**src/rtl/mw_pipe_reg_pkg.sv**
```systemverilog
// rtl/mw_pipe_reg_pkg.sv - shared load-type codes, reset constants and Tnew helper for the M/W pipeline register
package mw_pipe_reg_pkg;

  localparam logic [31:0] PC_RESET_DEF  = 32'h0000_3000;
  localparam logic [31:0] NOP_INSTR_DEF = 32'h0000_0000;

  typedef enum logic [2:0] {
    LD_W  = 3'd0,
    LD_B  = 3'd1,
    LD_BU = 3'd2,
    LD_H  = 3'd3,
    LD_HU = 3'd4
  } ld_type_e;

  // One stage of Tnew has elapsed once the instruction reaches W; never goes below zero.
  function automatic logic [1:0] tnew_dec(input logic [1:0] t);
    return (t == 2'd0) ? 2'd0 : t - 2'd1;
  endfunction

endpackage

```
**src/rtl/mw_pipe_reg_if.sv**
```systemverilog
// rtl/mw_pipe_reg_if.sv - M-stage inputs, HCU/CP0 controls and W-stage outputs of the M/W pipeline register
interface mw_pipe_reg_if;

  logic        stall;
  logic        req;
  logic [31:0] M_inStr, M_pc, M_ALU_ans, M_MD_date, M_DM_RD, M_CP0_RD;
  logic [2:0]  M_ld_type;
  logic [1:0]  M_tnew;
  logic        M_jump;
  logic        M_valid;
  logic [31:0] W_inStr, W_pc, W_ALU_ans, W_MD_date, W_DM_RD, W_CP0_RD;
  logic [1:0]  W_tnew;
  logic        W_jump;
  logic        W_valid;
`ifdef RETIRE_CNT_EN
  logic [31:0] W_retire_cnt;

  modport master (
    output stall, req, M_inStr, M_pc, M_ALU_ans, M_MD_date, M_DM_RD, M_CP0_RD,
           M_ld_type, M_tnew, M_jump, M_valid,
    input  W_inStr, W_pc, W_ALU_ans, W_MD_date, W_DM_RD, W_CP0_RD,
           W_tnew, W_jump, W_valid, W_retire_cnt
  );
  modport slave (
    input  stall, req, M_inStr, M_pc, M_ALU_ans, M_MD_date, M_DM_RD, M_CP0_RD,
           M_ld_type, M_tnew, M_jump, M_valid,
    output W_inStr, W_pc, W_ALU_ans, W_MD_date, W_DM_RD, W_CP0_RD,
           W_tnew, W_jump, W_valid, W_retire_cnt
  );
`else
  modport master (
    output stall, req, M_inStr, M_pc, M_ALU_ans, M_MD_date, M_DM_RD, M_CP0_RD,
           M_ld_type, M_tnew, M_jump, M_valid,
    input  W_inStr, W_pc, W_ALU_ans, W_MD_date, W_DM_RD, W_CP0_RD,
           W_tnew, W_jump, W_valid
  );
  modport slave (
    input  stall, req, M_inStr, M_pc, M_ALU_ans, M_MD_date, M_DM_RD, M_CP0_RD,
           M_ld_type, M_tnew, M_jump, M_valid,
    output W_inStr, W_pc, W_ALU_ans, W_MD_date, W_DM_RD, W_CP0_RD,
           W_tnew, W_jump, W_valid
  );
`endif

endinterface

```
**src/rtl/mw_pipe_reg_load_ext.sv**
```systemverilog
// rtl/mw_pipe_reg_load_ext.sv - combinational sub-word selection and sign/zero extension of a DM read word
module load_ext
  import mw_pipe_reg_pkg::*;
(
  input  logic [31:0] word,
  input  logic [1:0]  off,
  input  logic [2:0]  ld_type,
  output logic [31:0] data
);

  logic [31:0] shifted;
  logic [7:0]  byte_sel;
  logic [15:0] half_sel;

  always_comb begin
    shifted  = word >> {off, 3'b000};
    byte_sel = shifted[7:0];
    // Halfword loads are trapped upstream when misaligned, so only off[1] selects.
    half_sel = off[1] ? word[31:16] : word[15:0];
    case (ld_type)
      LD_B:    data = {{24{byte_sel[7]}}, byte_sel};
      LD_BU:   data = {24'd0, byte_sel};
      LD_H:    data = {{16{half_sel[15]}}, half_sel};
      LD_HU:   data = {16'd0, half_sel};
      default: data = word;
    endcase
  end

endmodule

```
**src/rtl/mw_pipe_reg.sv**
```systemverilog
// rtl/mw_pipe_reg.sv - M/W pipeline register with load extension, flush, stall and Tnew countdown
// Optional W_retire_cnt retired-instruction counter when RETIRE_CNT_EN is defined.
module mw_pipe_reg
  import mw_pipe_reg_pkg::*;
#(
  parameter logic [31:0] PC_RESET  = PC_RESET_DEF,
  parameter logic [31:0] NOP_INSTR = NOP_INSTR_DEF
) (
  input  logic         clk,
  input  logic         reset,
  mw_pipe_reg_if.slave mw
);

  logic [31:0] dm_ext;
  logic [31:0] instr_q, pc_q, alu_q, md_q, dm_q, cp0_q;
  logic [1:0]  tnew_q;
  logic        jump_q, valid_q;

  load_ext u_load_ext (
    .word    (mw.M_DM_RD),
    .off     (mw.M_ALU_ans[1:0]),
    .ld_type (mw.M_ld_type),
    .data    (dm_ext)
  );

  always_ff @(posedge clk or negedge reset) begin
    if (!reset) begin
      instr_q <= NOP_INSTR;
      pc_q    <= PC_RESET;
      alu_q   <= 32'd0;
      md_q    <= 32'd0;
      dm_q    <= 32'd0;
      cp0_q   <= 32'd0;
      tnew_q  <= 2'd0;
      jump_q  <= 1'b0;
      valid_q <= 1'b0;
    end else if (mw.req) begin
      // Bubble keeps the M-stage PC so CP0 can still record EPC.
      instr_q <= NOP_INSTR;
      pc_q    <= mw.M_pc;
      alu_q   <= 32'd0;
      md_q    <= 32'd0;
      dm_q    <= 32'd0;
      cp0_q   <= 32'd0;
      tnew_q  <= 2'd0;
      jump_q  <= 1'b0;
      valid_q <= 1'b0;
    end else if (!mw.stall) begin
      instr_q <= mw.M_inStr;
      pc_q    <= mw.M_pc;
      alu_q   <= mw.M_ALU_ans;
      md_q    <= mw.M_MD_date;
      dm_q    <= dm_ext;
      cp0_q   <= mw.M_CP0_RD;
      tnew_q  <= tnew_dec(mw.M_tnew);
      jump_q  <= mw.M_jump;
      valid_q <= mw.M_valid;
    end
  end

  assign mw.W_inStr   = instr_q;
  assign mw.W_pc      = pc_q;
  assign mw.W_ALU_ans = alu_q;
  assign mw.W_MD_date = md_q;
  assign mw.W_DM_RD   = dm_q;
  assign mw.W_CP0_RD  = cp0_q;
  assign mw.W_tnew    = tnew_q;
  assign mw.W_jump    = jump_q;
  assign mw.W_valid   = valid_q;

`ifdef RETIRE_CNT_EN
  logic [31:0] retire_q;

  always_ff @(posedge clk or negedge reset) begin
    if (!reset) begin
      retire_q <= 32'd0;
    end else if (!mw.req && !mw.stall && mw.M_valid) begin
      retire_q <= retire_q + 32'd1;
    end
  end

  assign mw.W_retire_cnt = retire_q;
`endif

endmodule

```
**src/flat_wrapper.sv**
```systemverilog
// flat-port wrapper written by rule: the top's interface ports become plain ports
module mw_pipe_reg_flat import mw_pipe_reg_pkg::*;
#(
  parameter logic [31:0] PC_RESET  = PC_RESET_DEF,
  parameter logic [31:0] NOP_INSTR = NOP_INSTR_DEF
)
  (clk, reset, mw_stall, mw_req, mw_M_inStr, mw_M_pc, mw_M_ALU_ans, mw_M_MD_date, mw_M_DM_RD, mw_M_CP0_RD, mw_M_ld_type, mw_M_tnew, mw_M_jump, mw_M_valid, mw_W_inStr, mw_W_pc, mw_W_ALU_ans, mw_W_MD_date, mw_W_DM_RD, mw_W_CP0_RD, mw_W_tnew, mw_W_jump, mw_W_valid);
  mw_pipe_reg_if mw_i ();
  input  logic clk;
  input  logic reset;
  input wire logic [$bits(mw_i.stall)-1:0] mw_stall;
  input wire logic [$bits(mw_i.req)-1:0] mw_req;
  input wire logic [$bits(mw_i.M_inStr)-1:0] mw_M_inStr;
  input wire logic [$bits(mw_i.M_pc)-1:0] mw_M_pc;
  input wire logic [$bits(mw_i.M_ALU_ans)-1:0] mw_M_ALU_ans;
  input wire logic [$bits(mw_i.M_MD_date)-1:0] mw_M_MD_date;
  input wire logic [$bits(mw_i.M_DM_RD)-1:0] mw_M_DM_RD;
  input wire logic [$bits(mw_i.M_CP0_RD)-1:0] mw_M_CP0_RD;
  input wire logic [$bits(mw_i.M_ld_type)-1:0] mw_M_ld_type;
  input wire logic [$bits(mw_i.M_tnew)-1:0] mw_M_tnew;
  input wire logic [$bits(mw_i.M_jump)-1:0] mw_M_jump;
  input wire logic [$bits(mw_i.M_valid)-1:0] mw_M_valid;
  output wire logic [$bits(mw_i.W_inStr)-1:0] mw_W_inStr;
  output wire logic [$bits(mw_i.W_pc)-1:0] mw_W_pc;
  output wire logic [$bits(mw_i.W_ALU_ans)-1:0] mw_W_ALU_ans;
  output wire logic [$bits(mw_i.W_MD_date)-1:0] mw_W_MD_date;
  output wire logic [$bits(mw_i.W_DM_RD)-1:0] mw_W_DM_RD;
  output wire logic [$bits(mw_i.W_CP0_RD)-1:0] mw_W_CP0_RD;
  output wire logic [$bits(mw_i.W_tnew)-1:0] mw_W_tnew;
  output wire logic [$bits(mw_i.W_jump)-1:0] mw_W_jump;
  output wire logic [$bits(mw_i.W_valid)-1:0] mw_W_valid;
  assign mw_i.stall = mw_stall;
  assign mw_i.req = mw_req;
  assign mw_i.M_inStr = mw_M_inStr;
  assign mw_i.M_pc = mw_M_pc;
  assign mw_i.M_ALU_ans = mw_M_ALU_ans;
  assign mw_i.M_MD_date = mw_M_MD_date;
  assign mw_i.M_DM_RD = mw_M_DM_RD;
  assign mw_i.M_CP0_RD = mw_M_CP0_RD;
  assign mw_i.M_ld_type = mw_M_ld_type;
  assign mw_i.M_tnew = mw_M_tnew;
  assign mw_i.M_jump = mw_M_jump;
  assign mw_i.M_valid = mw_M_valid;
  assign mw_W_inStr = mw_i.W_inStr;
  assign mw_W_pc = mw_i.W_pc;
  assign mw_W_ALU_ans = mw_i.W_ALU_ans;
  assign mw_W_MD_date = mw_i.W_MD_date;
  assign mw_W_DM_RD = mw_i.W_DM_RD;
  assign mw_W_CP0_RD = mw_i.W_CP0_RD;
  assign mw_W_tnew = mw_i.W_tnew;
  assign mw_W_jump = mw_i.W_jump;
  assign mw_W_valid = mw_i.W_valid;
  mw_pipe_reg #(.PC_RESET(PC_RESET), .NOP_INSTR(NOP_INSTR)) u_core (.clk(clk), .reset(reset), .mw(mw_i));
endmodule
```
**config.mk**
```make
export PLATFORM = sky130hd
export DESIGN_NAME = mw_pipe_reg_flat
export DESIGN_NICKNAME = d
export VERILOG_FILES = /design/src/rtl/mw_pipe_reg_pkg.sv /design/src/rtl/mw_pipe_reg_if.sv /design/src/rtl/mw_pipe_reg_load_ext.sv /design/src/rtl/mw_pipe_reg.sv /design/src/flat_wrapper.sv
export SDC_FILE = /design/constraint.sdc
export NUM_CORES = 1
export LEC_CHECK = 0
export BUFFER_PORTS_ARGS = -buffer_cell sky130_fd_sc_hd__buf_2
export CORE_AREA = 2 2 153 155
export DETAILED_ROUTE_END_ITERATION = 12
export DIE_AREA = 0 0 155 157
export PLACE_DENSITY = 0.68
export SLEW_MARGIN = 5
export SYNTH_ARGS = -nofsm -noshare
export SYNTH_HDL_FRONTEND = slang
export SYNTH_SLANG_ARGS = --single-unit
export TNS_END_PERCENT = 20
```
**constraint.sdc**
```tcl
create_clock -name clk -period 0.8 [get_ports clk]
set_input_delay 0 -clock clk [delete_from_list [all_inputs] [get_ports clk]]
set_output_delay 0 -clock clk [all_outputs]
set_load 0.05 [all_outputs]
```
# ---- Word level (Yosys, flattened, before mapping)
# Index checks and enable logic that the tools add are counted.
dict set report totals {
  output_inout_bits 196
  elab_cells 38
  input_bits 203
  regBits 196
}
dict set report classes {
  eq_ne 5
  mux 21
  n_reduce_logical 1
  shifts 1
  n_addsub 1
}
# operator count
set op_table {}
lappend op_table {{$mux W32} 12}
lappend op_table {{$pmux W32 S4} 1}
lappend op_table {{$shr A32 B5 Y8} 1}
lappend op_table {{$mux W16} 1}
lappend op_table {{$eq A3 B2 Y1 const B} 2}
lappend op_table {{$mux W2} 3}
lappend op_table {{$mux W1} 4}
lappend op_table {{$eq A3 B1 Y1 const B} 1}
lappend op_table {{$eq A3 B3 Y1 const B} 1}
lappend op_table {{$logic_not A2 Y1} 1}
lappend op_table {{$ne A2 B1 Y1 const B} 1}
lappend op_table {{$sub A2 B1 Y2 const B} 1}

# ---- Logic depth before layout (Yosys ltp)
# Gate-level depths: netlist (run 1).
dict set report logic_depth {
  ltp_word 4
  ltp_mapped 7
  mapped_depth_nobuf 4
}

# ---- Cells and area by module
# From an unflattened synthesis (run 1), not the netlist that was laid out.
dict set report unflattened {
  hier_cells 725
  area_unflattened_um2 8862.2
}
# mod cells_per_inst area_each_um2 seq_area_each_um2 instances
set by_module_without_submodules {}
lappend by_module_without_submodules {mw_pipe_reg 600 7937.6 4907.2 1}
lappend by_module_without_submodules {load_ext 125 924.6 0.0 1}

# ---- Worst setup path after synthesis (run 1)
# No wires, ideal clock.
dict set report synth_path {
  path_kind {in2reg}
  from {input mw_M_ALU_ans[1]}
  to {register u_core.dm_q[21], in the netlist u_core.mw.W_DM_RD[21]}
  path_stages 6
  setup_slack_ns -0.679
  path_buffers 2
  t_arrival_ns 1.359
  setup_ns 0.120
  t_required_ns 0.680
  path_cell_list {buf_6 mux4_2 o2bb2a_4 o221ai_4 buf_12 o21ai_2}
}
dict set report synth_between {
  elab_chain_len 4
  word_cells_on_any_way 5
  classes_between {shift (1); mux (4)}
}
# element line
set synth_rtl {}
lappend synth_rtl {{start: declaration} flat_wrapper.sv:15} ;# input wire logic [$bits(mw_i.M_ALU_ans)-1:0] mw_M_ALU_ans;
lappend synth_rtl {{$shr A32 B5 Y8 / $mux W16 (equally long branches)} {mw_pipe_reg_load_ext.sv:16, mw_pipe_reg_load_ext.sv:19}}
lappend synth_rtl {{$pmux W32 S4 (*)} mw_pipe_reg_load_ext.sv:20} ;# case (ld_type)
lappend synth_rtl {{$mux W32 (*)} mw_pipe_reg.sv:48} ;# end else if (!mw.stall) begin
lappend synth_rtl {{$mux W32 (*)} mw_pipe_reg.sv:37} ;# end else if (mw.req) begin
lappend synth_rtl {{end signal: assignment} mw_pipe_reg.sv:53} ;# dm_q <= dm_ext;
lappend synth_rtl {{end: declaration} mw_pipe_reg.sv:15} ;# logic [31:0] instr_q, pc_q, alu_q, md_q, dm_q, cp0_q;
# Every way passes the cells marked *; elsewhere a longest branch is shown, timed or not. The select of a mux whose other input is x is not followed.
# A chain may end at the register's enable or synchronous reset.

# ---- Final worst setup path (run 1)
dict set report layout_path {
  from {register u_core.pc_q[12], in the netlist u_core.mw.W_pc[12]}
  to {output mw_W_pc[12]}
}
# element line
set layout_rtl {}
lappend layout_rtl {{start: declaration} mw_pipe_reg.sv:15}
lappend layout_rtl {{start signal: assignment} mw_pipe_reg.sv:40} ;# pc_q <= mw.M_pc;
lappend layout_rtl {{start signal: assignment} mw_pipe_reg.sv:50} ;# pc_q <= mw.M_pc;
lappend layout_rtl {{end: declaration} flat_wrapper.sv:24} ;# output wire logic [$bits(mw_i.W_pc)-1:0] mw_W_pc;
# No word-level cell between the ends.

==> reports/metrics.yaml, run 1 <==
arrival_ps: 1120
layout.cells.non_filler: 1655
worstSetupStartpointType: "flip-flop"
die_y_um: 157
synthArstFlopShare_pct: 100
worst_path_max_delay_cell: "dfstp_2"
grt_use_total_pct: 25.7
fin_crit_ps: 1120
place_inst: 1405
core_um2: 22500
io_buffers: 398
syn_avg_cell_area_um2: 11.9
vias: 8406
outcome: "finished, violations left"
crit_family: "flip-flops"
ir_drop_mv: 1.23
maxSlewHeadroom_pct: 48.8
crit_required_ps: 800
clockBufferDepth: 2
path_class: "flip-flop to output port"
setup_viol: 250
yosysWarnings: 0
crit_path_max_incr_delay_ps: 550
routabilityCongestion: 0.957
synth_adder_area_share_pct: 0
drive_above_1_share_pct: 43.8
grt_setup_unrepaired: "true"
worstPathMaxFanout: 2
synthCells: 700
path_buf_inv: 1
clock_sinks: 196
synth-main-ff-cell: "dfrtp_1"
power.total_mw: 27.8
post_drt_wl_per_cell_um: 19.9
drt_pass1_iterations: 5
fp.dieArea_um2: 24300
cts-root-buf: "clkbuf_16"
viasPerCell: 5.08
ys_seq_elements: 196
setup_ws_ps: -323
ys_seq_area_share_pct: 58.9
syn-cell-area_um2: 8330
fin_util_pct: 68.6
cts_max_level: 4
drtIter0Drc: 511
cts_tree: "built"
pwr_density_cell_nw_per_um2: 1800
fp-row-count: 55
fin_skew_ps: 0
power.leakage_nw: 7.80
grt_overflow: 0
violations: "setup timing"
drc_errors: 0
timing.final.crit_share_pct: 140
synth_xor_area_share_pct: 0.210
grt_pass1_wl_mm: 48.9
num-nets-final: 1559
fp.dieW_um: 155
grt_pass1_vias: 8926
ant_nets: 0
postPlaceCellArea_um2: 11200
final_common_cell: "buf_6"
syn_nets: 903
synth_top_family_by_area: "multiplexers"
final_cell_mix: "201 x buf_6, 197 x dlygate4sd3_1, 195 x buf_2"
path_cells: "buf_8"
dp_hpwl_mm: 19.1
ioPinCount: 399
max_freq_mhz: 890
area_growth_pct: 85.3
synthSimpleGateAreaFrac_pct: 9.51
synth_mux_area_share_pct: 22.3
worst_pin_slew_ps: 768
worstSetupEndpointType: "output port"
final_area_um2: 15400
grt_max_degree: 71
slew_violations: 0
initial_utilization_pct: 37.0
synth_cell_types: 37
wl_mm: 33.0
cts_buffers: 17
cap_violations: 0
finalHoldViolations: 0
synth_compound_area_share_pct: 6.37
synth_edf_count: 0
antenna_found_initial: 1
clk_latency_ps: 420
worstHoldPathType: "input pin to flip-flop"
clk_transition_reported_paths_ps: 80
per-stage QoR:
step	hold slack (ps)	TNS, ps	setup WS (ps)
3_3_place_gp	-88.0	-52180	-643
3_5_place_dp	-89.0	-55190	-671
2_1_floorplan	-296	-52530	-585
5_1_grt	10.5	-56890	-381
6_report	21.9	-46710	-323
4_1_cts	4.08	-45990	-360
kinds of logic after synthesis:
group / count (synthesis)
flops: 196
xor+xnor: 2
compound gates: 71
buf+inv: 49
simple gates: 203
mux: 179
worst paths after layout:
kind / start / to / slack (ps) / cells after the start
worst max-delay path: u_core.mw.W_pc[12] / mw_W_pc[12] / -320 / 1
worst min-delay path: mw_M_DM_RD[7] / u_core.mw.W_DM_RD[7] / 20 / 4
worst max register to register: u_core.mw.W_DM_RD[0] / u_core.mw.W_DM_RD[0] / -250 / 5
worst min register to register: u_core.mw.W_DM_RD[26] / u_core.mw.W_DM_RD[26] / 510 / 2
max in group asynchronous: reset / u_core.mw.W_CP0_RD[27] / 170 / 3
min in group asynchronous: reset / u_core.mw.W_ALU_ans[30] / 30 / 2
routing by layer:
metal	global-route usage (%)	vias to the layer above	routed length, µm
li1	-	3720	-
met1	30.2	4131	12200
met2	45.1	466	16900
met3	7.16	87	2630
met4	9.44	2	1230
met5	0	-	13
Yosys cell counts (2+ instances only):
| cell | n | area share, % |
|---|---|---|
| clkbuf_1 | 26 | 1.2 |
| nand2b_1 | 3 | 0.23 |
| a21oi_1 | 4 | 0.24 |
| o311a_1 | 6 | 0.72 |
| dfrtp_1 | 194 | 58 |
| xnor2_1 | 2 | 0.21 |
| nand2_1 | 39 | 1.8 |
| mux2_2 | 40 | 5.4 |
| mux2i_1 | 138 | 17 |
| buf_2 | 18 | 1.1 |
| nor2_1 | 153 | 6.9 |
| buf_1 | 2 | 0.090 |
| o21ai_2 | 10 | 1.1 |
| nor2b_1 | 2 | 0.15 |
| dfstp_2 | 2 | 0.63 |
| a2bb2oi_1 | 7 | 0.74 |
| o21ai_0 | 28 | 1.7 |
| a22oi_1 | 7 | 0.63 |
tightest hold or removal path, cell delays in order:
cell	delay (ps)
buf_6	70
buf_4	90
mux2i_1	80
a21oi_2	150
what timing repair did:
item | in CTS | in global routing
buffers inserted | 6 | 13
pin swaps | 7 | 6
gates cloned | 0 | 1
hold endpoints to repair | 388 | 0
resized for setup | 439 | 27
hold buffers | 197 | 0
endpoints found under the setup margin | 227 | 288
sequential cells by signal (all words and copies together) (netlist names):
register,cells
u_core.mw.W_ALU_ans,32
u_core.mw.W_CP0_RD,32
u_core.mw.W_DM_RD,32
u_core.mw.W_MD_date,32
u_core.mw.W_inStr,32
u_core.mw.W_pc,32
u_core.mw.W_tnew,2
u_core.mw.W_jump,1
u_core.mw.W_valid,1
area by class of cell:
| class | instances | area, µm² |
|---|---|---|
| fillers | 1482 | 7060 |
| flip-flops and latches | 196 | 4910 |
| diodes | 1 | 2.50 |
| well taps | 285 | 357 |
| clock buffers | 17 | 425 |
| multi-input cells | 455 | 3360 |
| repair buffers | 685 | 6200 |
| inverters | 1 | 3.75 |
| clock inverters | 15 | 179 |
power breakdown:
part / internal (mW) / switching (mW) / total [mW]
logic: 3.56 / 4.51 / 8.07
clock network: 4.25 / 4.43 / 8.68
registers: 10.5 / 0.537 / 11.1
Note: power is estimated with default switching activity, not from simulation.
==> run 2: changes to the inputs <==
--- a/config.mk
+++ b/config.mk
@@ -10,6 +10,7 @@
 export DETAILED_ROUTE_END_ITERATION = 12
 export DIE_AREA = 0 0 155 157
 export PLACE_DENSITY = 0.68
+export RECOVER_POWER = 50
 export SLEW_MARGIN = 5
 export SYNTH_ARGS = -nofsm -noshare
 export SYNTH_HDL_FRONTEND = slang
==> reports/metrics.yaml, run 2 (same netlist as run 1, synthesis figures left out) <==
grt_setup_unrepaired: "true"
grt_pass1_wl_mm: 48.9  # unchanged
cts_tree: "built"
core_um2: 22500  # unchanged
fp.dieW_um: 155  # unchanged
hold_slack_ps: 20.0  # -1.92 ps
ant_nets: 0  # unchanged
final_area_um2: 15400  # about the same
fin_crit_ps: 1120  # -2.34 ps
min_from: "mw_M_DM_RD[7]"
worst_pin_slew_ps: 776  # +8.05 ps
hold_end: "u_core.mw.W_DM_RD[7]"
fp.dieArea_um2: 24300  # unchanged
fill_cells: 1482  # unchanged
post_drt_wl_per_cell_um: 19.9  # -0.17%
fin_util_pct: 68.6  # about the same
die_y_um: 157  # unchanged
crit_path_max_incr_delay_ps: 550  # about the same
path_cells: "buf_8"
worstHoldPathType: "input pin to flip-flop"
setup_ws_ps: -321  # +2.34 ps
wl_mm: 32.9  # -0.17%
routabilityCongestion: 0.957  # unchanged
cts_buffers: 17  # unchanged
drt_pass1_iterations: 7  # +2
rr_endpoint: "u_core.mw.W_DM_RD[0]"
clk_transition_reported_paths_ps: 80  # about the same
grt_overflow: 0  # unchanged
drc_errors: 0  # unchanged
area_growth_pct: 85.2  # about the same
dp_hpwl_mm: 19.1  # unchanged
seq_area_um2: 4910  # unchanged
clockBufferDepth: 2  # unchanged
r2r-start: "u_core.mw.W_DM_RD[0]"
cap_violations: 0  # unchanged
worst-r2r-setup-slack_ps: -250  # about the same
ioPinCount: 399  # unchanged
pwr_density_cell_nw_per_um2: 1800  # about the same
grt_max_degree: 71  # unchanged
worstPathMaxFanout: 2  # unchanged
max_freq_mhz: 892  # +0.21%
multi_input_area_um2: 3360  # unchanged
fp-row-count: 55  # unchanged
arrival_ps: 1120  # about the same
violations: "setup timing"
vias: 8387  # -0.23%
clk_latency_ps: 420  # about the same
crit_required_ps: 800  # about the same
drive_above_1_share_pct: 43.8  # unchanged
power.leakage_nw: 7.79  # about the same
initial_utilization_pct: 37.0  # unchanged
antenna_found_initial: 1  # unchanged
final_common_cell: "buf_6"
drtIter0Drc: 485  # -5.1%
worstSetupEndpointType: "output port"
finalHoldViolations: 0  # unchanged
num-nets-final: 1559  # unchanged
crit_family: "flip-flops"
clock_sinks: 196  # unchanged
setup_viol: 422  # +69%
final_cell_mix: "201 x buf_6, 197 x dlygate4sd3_1, 195 x buf_2"
path_buf_inv: 1  # unchanged
worstSetupStartpointType: "flip-flop"
worst_path_max_delay_cell: "dfstp_2"
fin_skew_ps: 0  # unchanged
viasPerCell: 5.07  # -0.23%
path_class: "flip-flop to output port"
io_buffers: 398  # unchanged
grt_pass1_vias: 8926  # unchanged
outcome: "finished, violations left"
min_delay_path_depth: 4  # unchanged
slew_violations: 0  # unchanged
pre_cts_slack_ps: -671  # unchanged
ir_drop_mv: 1.23  # about the same
worst-r2r-cell-count: 5  # unchanged
grt_use_total_pct: 25.7  # unchanged
setup_tns_ps: -62360  # -15650 ps
postPlaceCellArea_um2: 11200  # unchanged
maxSlewHeadroom_pct: 48.3  # -0.54 points
cts-root-buf: "clkbuf_16"
cts_max_level: 4  # unchanged
timing.final.crit_share_pct: 140  # -0.29 points
-- run 2: cell counts in the layout (fill, tap and decap cells not counted) --
Identical to the previous run, type by type.
-- run 2: worst max path at each step --
stage,slack (ps),cells past startpoint,endpoint,startpoint
floorplan,-590,6,u_core.mw.W_DM_RD[21],mw_M_ALU_ans[1]
CTS,-360,1,mw_W_pc[12],u_core.mw.W_pc[12]
global route,-380,1,mw_W_pc[12],u_core.mw.W_pc[12]
global placement,-640,6,u_core.mw.W_DM_RD[16],mw_M_ALU_ans[1]
detailed placement,-670,6,u_core.mw.W_DM_RD[18],mw_M_ALU_ans[1]
finish,-320,1,mw_W_pc[12],u_core.mw.W_pc[12]
-- run 2: metal layers --
metal	track usage [%]	vias to the layer above	wire length [µm]
met3	7.16	94	2640
li1	-	3719	-
met2	45.1	468	16900
met1	30.2	4104	12200
met4	9.44	2	1240
met5	0	-	13
-- run 2: where the power goes --
part	switching [mW]	internal (mW)	total, mW
registers	0.536	10.5	11.1
clock network	4.43	4.25	8.68
logic	4.50	3.56	8.06
total	9.47	18.4	27.8
-- run 2: final cells by class --
| type | count | area share [%] |
|---|---|---|
| antenna | 1 | 0.0162 |
| clock buffer | 17 | 2.76 |
| clock inverter | 15 | 1.16 |
| inverter | 1 | 0.0243 |
| multi-input combinational | 455 | 21.8 |
| sequential | 196 | 31.8 |
| tap | 285 | 2.31 |
| timing repair buffer | 685 | 40.1 |
-- run 2: repair_timing --
action / 4_1_cts / 5_1_grt
cloned: 0 / 1
endpoints found under the hold margin: 388 / 0
setup buffers: 6 / 13
hold buffers: 197 / 0
pin swaps: 7 / 6
resized for setup: 439 / 27
setup endpoints to repair: 227 / 288
-- run 2: through the flow --
stage / std cells / total power [mW]
floorplan: 700 / 14.9
global placement: 1405 / 17.0
detailed placement: 1405 / 17.0
CTS: 1640 / 27.7
global route: 1654 / 28.9
finish: 1655 / 27.8
==> run 3: changes to the inputs <==
--- a/config.mk
+++ b/config.mk
@@ -6,13 +6,14 @@
 export NUM_CORES = 1
 export LEC_CHECK = 0
 export BUFFER_PORTS_ARGS = -buffer_cell sky130_fd_sc_hd__buf_2
-export CORE_AREA = 2 2 153 155
+export CORE_AREA = 2 2 156 158
 export DETAILED_ROUTE_END_ITERATION = 12
-export DIE_AREA = 0 0 155 157
-export PLACE_DENSITY = 0.68
+export DIE_AREA = 0 0 158 160
+export PLACE_DENSITY = 0.69
 export RECOVER_POWER = 50
 export SLEW_MARGIN = 5
 export SYNTH_ARGS = -nofsm -noshare
 export SYNTH_HDL_FRONTEND = slang
+export SYNTH_HIERARCHICAL = 1
 export SYNTH_SLANG_ARGS = --single-unit
 export TNS_END_PERCENT = 20
==> constraint.sdc (replaced) <==
create_clock -name clk -period 0.8 [get_ports clk]
set_input_delay 0.16 -clock clk [delete_from_list [all_inputs] [get_ports clk]]
set_output_delay 0.16 -clock clk [all_outputs]
set_load 0.05 [all_outputs]
==> reports/metrics.yaml, run 3 <==
outcome: "finished, violations left"
violations: "setup timing"
cts_max_level: 4  # unchanged
ioPinCount: 399  # unchanged
grt_use_total_pct: 25.4  # -0.33 points
drive_above_1_share_pct: 45.6  # +1.7 points
initial_utilization_pct: 37.2  # +0.18 points
worst-r2r-setup-slack_ps: -170  # +80 ps
timing.final.crit_share_pct: 162  # +22 points
crit_family: "flip-flops"
min_delay_path_depth: 3  # -1
fin_crit_ps: 1300  # +178 ps
ys_seq_elements: 196  # unchanged
path_cells: "buf_8"
area_growth_pct: 79.0
setup_ws_ps: -499  # -178 ps
ir_drop_mv: 1.27  # +3.1%
syn_nets: 928  # +2.8%
worstPathMaxFanout: 2  # unchanged
routabilityCongestion: 0.834  # -13%
antenna_found_initial: 0  # -1
yosysTopAreaCell: "dfrtp_1"
synth_area_leaders: "dfrtp_1 55%, mux2i_1 20%, nor2_1 7.0%"
die_y_um: 160  # +1.9%
core_um2: 23800  # +5.9%
yosysWarnings: 6  # +6
ys_seq_area_share_pct: 55.4  # -3.5 points
grt_setup_unrepaired: "true"
synth_cell_types: 41  # +11%
syn-cell-area_um2: 8860  # +6.4%
cts-root-buf: "clkbuf_16"
ant_nets: 0  # unchanged
clock_sinks: 196  # unchanged
yosysTopAreaCellShare_pct: 54.8  # -3.5 points
fp-row-count: 57  # +3.6%
rr_endpoint: "u_core/mw.W_pc[25]"
io_buffers: 398  # unchanged
syn_avg_cell_area_um2: 12.2  # +2.7%
wl_mm: 33.1  # +0.52%
worst_pin_slew_ps: 512  # -264 ps
vias: 8451  # +0.76%
max_freq_mhz: 770  # -14%
pre_cts_slack_ps: -974  # -303 ps
clk_latency_ps: 420  # about the same
clk_transition_reported_paths_ps: 80  # about the same
finalHoldViolations: 0  # unchanged
cap_violations: 0  # unchanged
synthArstFlopShare_pct: 100  # unchanged
final_cell_mix: "206 x buf_6, 193 x dfrtp_1, 190 x buf_2"
worst_path_max_delay_cell: "dfstp_2"
r2r-start: "u_core/mw.W_pc[25]"
grt_pass1_vias: 9131  # +2.3%
fin_util_pct: 66.6  # -2.0 points
ys_top_cells_by_count: "194 x dfrtp_1, 176 x mux2i_1, 165 x nor2_1"
crit_required_ps: 640  # -160 ps
pwr_density_cell_nw_per_um2: 1770  # -1.7%
final_common_cell: "buf_6"
setup_viol: 402  # -4.7%
fp.dieArea_um2: 25300  # +3.9%
viasPerCell: 4.92  # -2.9%
drc_errors: 0  # unchanged
worstSetupStartpointType: "flip-flop"
drt_pass1_iterations: 7  # unchanged
synthMostInstantiatedCell: "dfrtp_1"
cts_buffers: 17  # unchanged
path_class: "flip-flop to output port"
grt_pass1_wl_mm: 49.5  # +1.3%
hold_end: "u_core/mw.W_MD_date[14]"
synth_edf_count: 0  # unchanged
num-nets-final: 1584  # +1.6%
min_from: "mw_M_MD_date[14]"
worst-r2r-cell-count: 2  # -3
post_drt_wl_per_cell_um: 19.3  # -3.2%
slew_violations: 0  # unchanged
path_buf_inv: 1  # unchanged
grt_overflow: 0  # unchanged
drtIter0Drc: 468  # -3.5%
fill_cells: 1628  # +9.9%
power.leakage_nw: 8.27  # +6.1%
clockBufferDepth: 2  # unchanged
crit_path_max_incr_delay_ps: 560  # about the same
arrival_ps: 1140  # +20 ps
synthCells: 725  # +3.6%
num_antenna_cells: 0  # -1
fp.dieW_um: 158  # +1.9%
grt_max_degree: 62  # -13%
fin_skew_ps: 0  # unchanged
dp_hpwl_mm: 19.2  # +0.88%
cts_tree: "built"
synth-main-ff-cell: "dfrtp_1"
worstHoldPathType: "input pin to flip-flop"
maxSlewHeadroom_pct: 65.8  # +18 points
worstSetupEndpointType: "output port"
-- run 3: changes by cell type after synthesis, moves of 9 or more --
| cell | previous run | this run |
|---|---|---|
| nor2_1 | 153 | 165 |
| nand2_1 | 39 | 21 |
| mux2_4 | 0 | 32 |
| o21ai_0 | 28 | 3 |
| mux2i_1 | 138 | 176 |
| buf_6 | 1 | 16 |
| mux2_2 | 40 | 2 |
| o21ai_2 | 10 | 1 |
| buf_2 | 18 | 9 |
| a21o_1 | 0 | 17 |
-- run 3: layout make-up --
type,count,area [µm²],share of cell area (%)
Clock inverter,13,161,1.02
Timing Repair Buffer,689,6150,38.8
Tap cell,324,405,2.56
Sequential cell,196,4910,30.9
Inverter,3,11.3,0.0710
Multi-Input combinational cell,474,3790,23.9
Clock buffer,19,433,2.73
-- run 3: metal layers --
layer	part of all wire, %	wire length, µm	GRT usage [%]
met5	0	0	0
met4	3.4	1110	10.4
met3	7.3	2430	6.57
met2	51	17000	43.5
met1	38	12600	30.1
-- run 3: what timing repair did --
item / CTS / global route
hold endpoints to repair: 349 / 0
buffers inserted: 17 / 18
resized for setup: 414 / 31
pin swaps: 14 / 28
hold buffers: 157 / 0
gates cloned: 1 / 1
setup endpoints to repair: 228 / 282
-- run 3: logic make-up (layout without fill, tap and decap cells) --
group,after synthesis,after routing,synth area share [%]
buffers and inverters,56,724,4.19
multiplexers,211,211,25.8
AO/OA/AOI/OAI,62,63,5.55
XOR/XNOR,2,2,0.198
flip-flops,196,196,55.4
adder cells (fa/ha/maj),1,1,0.113
AND/OR/NAND/NOR,197,197,8.77
-- run 3: metrics by stage --
step / cells / instance area (µm²) / power (mW) / TNS, ps / hold slack (ps)
after floorplan: 725 / 8970 / 15.2 / -46860 / -136
after global placement: 1493 / 12000 / 17.4 / -68790 / 76.4
after detailed placement: 1493 / 12000 / 17.5 / -70140 / 76.5
after global routing: 1718 / 15900 / 29.1 / -108590 / 29.5
final: 1718 / 15900 / 28.1 / -89780 / 20.7
after CTS: 1699 / 15600 / 27.9 / -84050 / 0.506
-- run 3: worst max-delay path by stage --
stage	startpoint	endpoint	cells after the start
global placement	mw_M_ALU_ans[0]	u_core/mw.W_DM_RD[14]	8
finish	u_core/mw.W_pc[12]	mw_W_pc[12]	1
CTS	u_core/mw.W_pc[12]	mw_W_pc[12]	1
floorplan	mw_M_ALU_ans[1]	u_core/mw.W_DM_RD[22]	8
global route	mw_M_ALU_ans[0]	u_core/mw.W_DM_RD[13]	8
detailed placement	mw_M_ALU_ans[0]	u_core/mw.W_DM_RD[13]	8
-- run 3: power breakdown --
group / switching [mW] / total, mW / internal (mW)
clock network: 4.24 / 8.74 / 4.50
logic: 4.60 / 8.32 / 3.72
registers: 0.540 / 11.1 / 10.5
total: 9.38 / 28.1 / 18.8
